$ cat src/rtl/bit_serial_adder.sv
// Bit-serial N-bit adder built around a single full_adder cell.
// Operands are captured on an accepted start pulse, then one bit pair is
// added per clock, LSB first, with the carry recirculated through a flop.

// Single-bit full adder cell shared by the combinational and sequential labs.
module full_adder (
    input  logic A,
    input  logic B,
    input  logic Cin,
    output logic Sum,
    output logic Carry
);

    assign Sum   = A ^ B ^ Cin;
    assign Carry = (A & B) | (Cin & (A ^ B));

endmodule

module bit_serial_adder #(
    parameter int N = 8
) (
    input  logic         clk,
    input  logic         rst,
    input  logic         start,
    input  logic [N-1:0] a,
    input  logic [N-1:0] b,
    input  logic         cin,
    output logic         busy,
    output logic         done,
    output logic [N-1:0] sum,
    output logic         cout
);

    localparam int CW = $clog2(N);
    localparam logic [CW-1:0] LAST_BIT = CW'(N - 1);

    typedef enum logic [1:0] {
        IDLE,
        SHIFT,
        DONE
    } state_t;

    state_t         state;
    logic [N-1:0]   a_sr;
    logic [N-1:0]   b_sr;
    logic [N-1:0]   s_sr;
    logic           carry_ff;
    logic [CW-1:0]  cnt;
    logic           fa_sum;
    logic           fa_carry;

    full_adder u_fa (
        .A     (a_sr[0]),
        .B     (b_sr[0]),
        .Cin   (carry_ff),
        .Sum   (fa_sum),
        .Carry (fa_carry)
    );

    // Control FSM plus datapath registers; busy/done are registered so they
    // line up exactly with the SHIFT and DONE states.
    always_ff @(posedge clk or posedge rst) begin
        if (rst) begin
            state    <= IDLE;
            a_sr     <= '0;
            b_sr     <= '0;
            s_sr     <= '0;
            carry_ff <= 1'b0;
            cnt      <= '0;
            sum      <= '0;
            cout     <= 1'b0;
            busy     <= 1'b0;
            done     <= 1'b0;
        end else begin
            case (state)
                IDLE: begin
                    busy <= 1'b0;
                    done <= 1'b0;
                    if (start) begin
                        a_sr     <= a;
                        b_sr     <= b;
                        carry_ff <= cin;
                        cnt      <= '0;
                        busy     <= 1'b1;
                        state    <= SHIFT;
                    end
                end
                SHIFT: begin
                    s_sr     <= {fa_sum, s_sr[N-1:1]};
                    carry_ff <= fa_carry;
                    a_sr     <= {1'b0, a_sr[N-1:1]};
                    b_sr     <= {1'b0, b_sr[N-1:1]};
                    cnt      <= cnt + CW'(1);
                    if (cnt == LAST_BIT) begin
                        sum   <= {fa_sum, s_sr[N-1:1]};
                        cout  <= fa_carry;
                        busy  <= 1'b0;
                        done  <= 1'b1;
                        state <= DONE;
                    end
                end
                DONE: begin
                    done  <= 1'b0;
                    state <= IDLE;
                end
                default: begin
                    busy  <= 1'b0;
                    done  <= 1'b0;
                    state <= IDLE;
                end
            endcase
        end
    end

endmodule

$ cat config.mk
export PLATFORM = sky130hd
export DESIGN_NAME = bit_serial_adder
export DESIGN_NICKNAME = d
export VERILOG_FILES = /design/src/rtl/bit_serial_adder.sv
export SDC_FILE = /design/constraint.sdc
export NUM_CORES = 1
export LEC_CHECK = 0
export CAP_MARGIN = 10
export CORE_ASPECT_RATIO = 1.25
export CORE_MARGIN = 2
export CORE_UTILIZATION = 49
export CTS_BUF_LIST = sky130_fd_sc_hd__clkbuf_8
export DETAILED_ROUTE_END_ITERATION = 16
export PLACE_DENSITY = 0.78
export SLEW_MARGIN = 5
export SYNTH_ARGS = -nofsm -noshare
export SYNTH_HDL_FRONTEND = slang
export SYNTH_SLANG_ARGS = --single-unit
$ cat constraint.sdc
create_clock -name clk -period 1.3 [get_ports clk]
set_input_delay 0.13 -clock clk [delete_from_list [all_inputs] [get_ports clk]]
set_output_delay 0.13 -clock clk [all_outputs]
set_load 0.005 [all_outputs]
==> out/results.ini <==
[synth]
yosys.cell_count.top_type=dfrtp_1
synth_nets=177
yosysTopAreaCell=dfrtp_1
synth_top_area_share_pct=53.7
yosys_warnings=0
syn_area_mm2=0.00186
ys_seq_area_share_pct=53.7
synth-edff-count=0
synth_top_cells_by_area=dfrtp_1 54%, mux2_4 7.2%, a221oi_1 5.6%
synth_ff_type=dfrtp_1
synthDistinctLibCells=24
synth_commonest_cells=40 x dfrtp_1, 21 x inv_1, 16 x nor2b_1
ys_ff_latch=40
synth.avg_cell_area_um2=12.1
synthArstFlopShare_pct=100
synth_cells=154

[clock_tree]
clock-sinks=40
cts_hold_buf=0
cts_buffer_depth=2
h-tree-depth=2
cts_root_buf=clkbuf_8
clk_latency_ps=280
cts_made_buffers=5
cts_tree=built
clk_pin_slew_worst_paths_ps=70

[pwr]
ir_worst_vdd_mv=1.03
p_leak_uw=0.00125
powerDensity_mw_per_mm2=2260
p_clk_share_pct=14.2
comb_power_share_pct=49.5
p_int_uw=4160
p_seq_share_pct=36.3
p_total_uw=6080
switching_share_pct=31.6
power_switching_uw=1920

[grt]
grt_overflow=0
grt_pass1_wl_um=6420
grt_pass1_vias=1457
track_usage_pct=19.9
grt_max_degree=41
antenna_found_initial=0

[placed_design]
post_dp_cell_area_mm2=0.00233
place_inst=230
post-dp-hpwl_um=2510
portBuffers=30
place_congestion=0.732

[die]
coreArea_mm2=0.00372
dieArea_mm2=0.00432
start_util_pct=50.1
core.rowCount=25
die_h_um=73.0
io-pin-count=31
die_x_um=59.2

[worst_setup_path]
cp.arrival_ps=1620
endpoint_kind=flip-flop
start_kind=flip-flop
crit_type=reg -> reg
worst-path-max-fanout=10
cp.required_ps=1470

[sta]
clock_skew_ps=2.46
worst_pin_slew_ps=348
max_slew_margin_pct=76.7
worst_slack_ps=-151
fmax_mhz=689
finalSetupViolCount=9
drv_slew=0
rsz0062_at_grt=true
period_needed_ps=1450
hold_viol_final=0
post-route-period-util_pct=112

[detailed_routing]
vias=1379
first_pass_iters=4
post-route-drc-count=0
ant_nets=0
post_drt_wl_per_cell_um=16.1
wl_um=4060
vias_per_cell=5.45
drtIter0Drc=47

[final_layout]
areaGrowthSynthToFinish_pct=44.2
drive_above_1_share_pct=35.2
antenna_cells=0
layoutNonFillerInstCount=253
finish.net_count=236
stdcell_area_mm2=0.00269

[job]
max-cap-violations=0

[hold_path]
min_path_type=in -> async

[status]
status=complete, but fails checks
violations=setup timing

## state kept, by name, summed over array words and instances, names as in the netlist
signal,cells
a_sr,8
b_sr,8
busy,1
carry_ff,1
cnt,3
cout,1
done,1
s_sr,7
state,2
sum,8
## through the flow
step / setup TNS [ps] / hold slack [ps] / util, % / worst slack (ps)
after floorplan: -640 / 341 / - / -71.1
after global placement: -4780 / 477 / 62.7 / -221
after detailed placement: -6450 / 495 / 62.7 / -326
after CTS: -1460 / 206 / 67.4 / -165
after global routing: -2060 / 232 / 72.2 / -218
final: -1310 / 195 / 72.2 / -151
## routing by layer
metal  track usage (%)  routed length [um]  up-vias
li1                  -                   -      649
met1              24.7                1640      690
met2              33.1                2230       34
met3              5.50                 143        6
met4              7.07                  43        0
met5                 0                   0        -
## power groups by stage
stage / registers [uW] / logic (uW) / clock network [uW]
after detailed placement: 2230 / 2350 / 0
after global routing: 2260 / 3270 / 942
after floorplan: 2140 / 1470 / 0
after global placement: 2180 / 2240 / 0
final: 2200 / 3010 / 863
after CTS: 2200 / 2520 / 887
## final cells by class
type                    instances  area [um2]
multi-input cells              83         845
fillers                       267        1030
clock buffers                   7        96.3
well taps                      40        50.0
repair buffers                 62         616
flip-flops and latches         40        1000
inverters                      21        78.8
## placed cells by master (no fill, tap or decap), drive strengths merged
cell / count
a22o: 2
fa: 1
o21bai: 1
nor2: 3
inv: 21
clkbuf: 7
nand2: 2
o221ai: 2
buf: 32
dlygate4sd2: 1
a222oi: 3
nand2b: 3
nor3b: 12
clkdlybuf4s50: 26
dlymetal6s2s: 3
mux2: 17
nor2b: 16
mux2i: 1
ha: 2
or2: 1
nand3b: 3
o32ai: 1
dfrtp: 40
a221oi: 12
a21oi: 1
## critical path, stage by stage (launching register included)
cell	delay [ps]
dfrtp_1	390
ha_2	200
ha_4	160
nand3b_1	120
buf_12	160
mux2_4	300
## final timing paths
kind                                          start                   end  slack (ps)  depth (start not counted)
max in group asynchronous                       rst  state[0]$_DFFE_PP0P_         890                          3
worst min-delay path                            rst      cout$_DFFE_PP0P_         200                          3
worst min register to register  s_sr[1]$_DFFE_PP0P_    sum[0]$_DFFE_PP0P_         500                          1
worst max register to register   cnt[1]$_DFFE_PP0P_    sum[4]$_DFFE_PP0P_        -150                          5
worst max-delay path             cnt[1]$_DFFE_PP0P_    sum[4]$_DFFE_PP0P_        -150                          5
min in group clk                               b[4]   b_sr[4]$_DFFE_PP0P_         480                          3
## what timing repair did
action	CTS	global route
pin swaps	2	6
gates resized for setup	8	20
buffers inserted	6	10
setup endpoints to repair	35	43
## cells by family (layout without fill, tap and decap cells)
logic type | after synthesis | count (layout) | synth area share (%)
DFF | 40 | 40 | 53.7
and+or+nand+nor | 40 | 40 | 13.8
buffers and inverters | 31 | 90 | 7.05
AOI/OAI and AO/OA | 22 | 22 | 10.5
muxes | 18 | 18 | 12.6
adders and majority gates | 3 | 3 | 2.42
No activity file was read; power rests on OpenSTA's default activity.
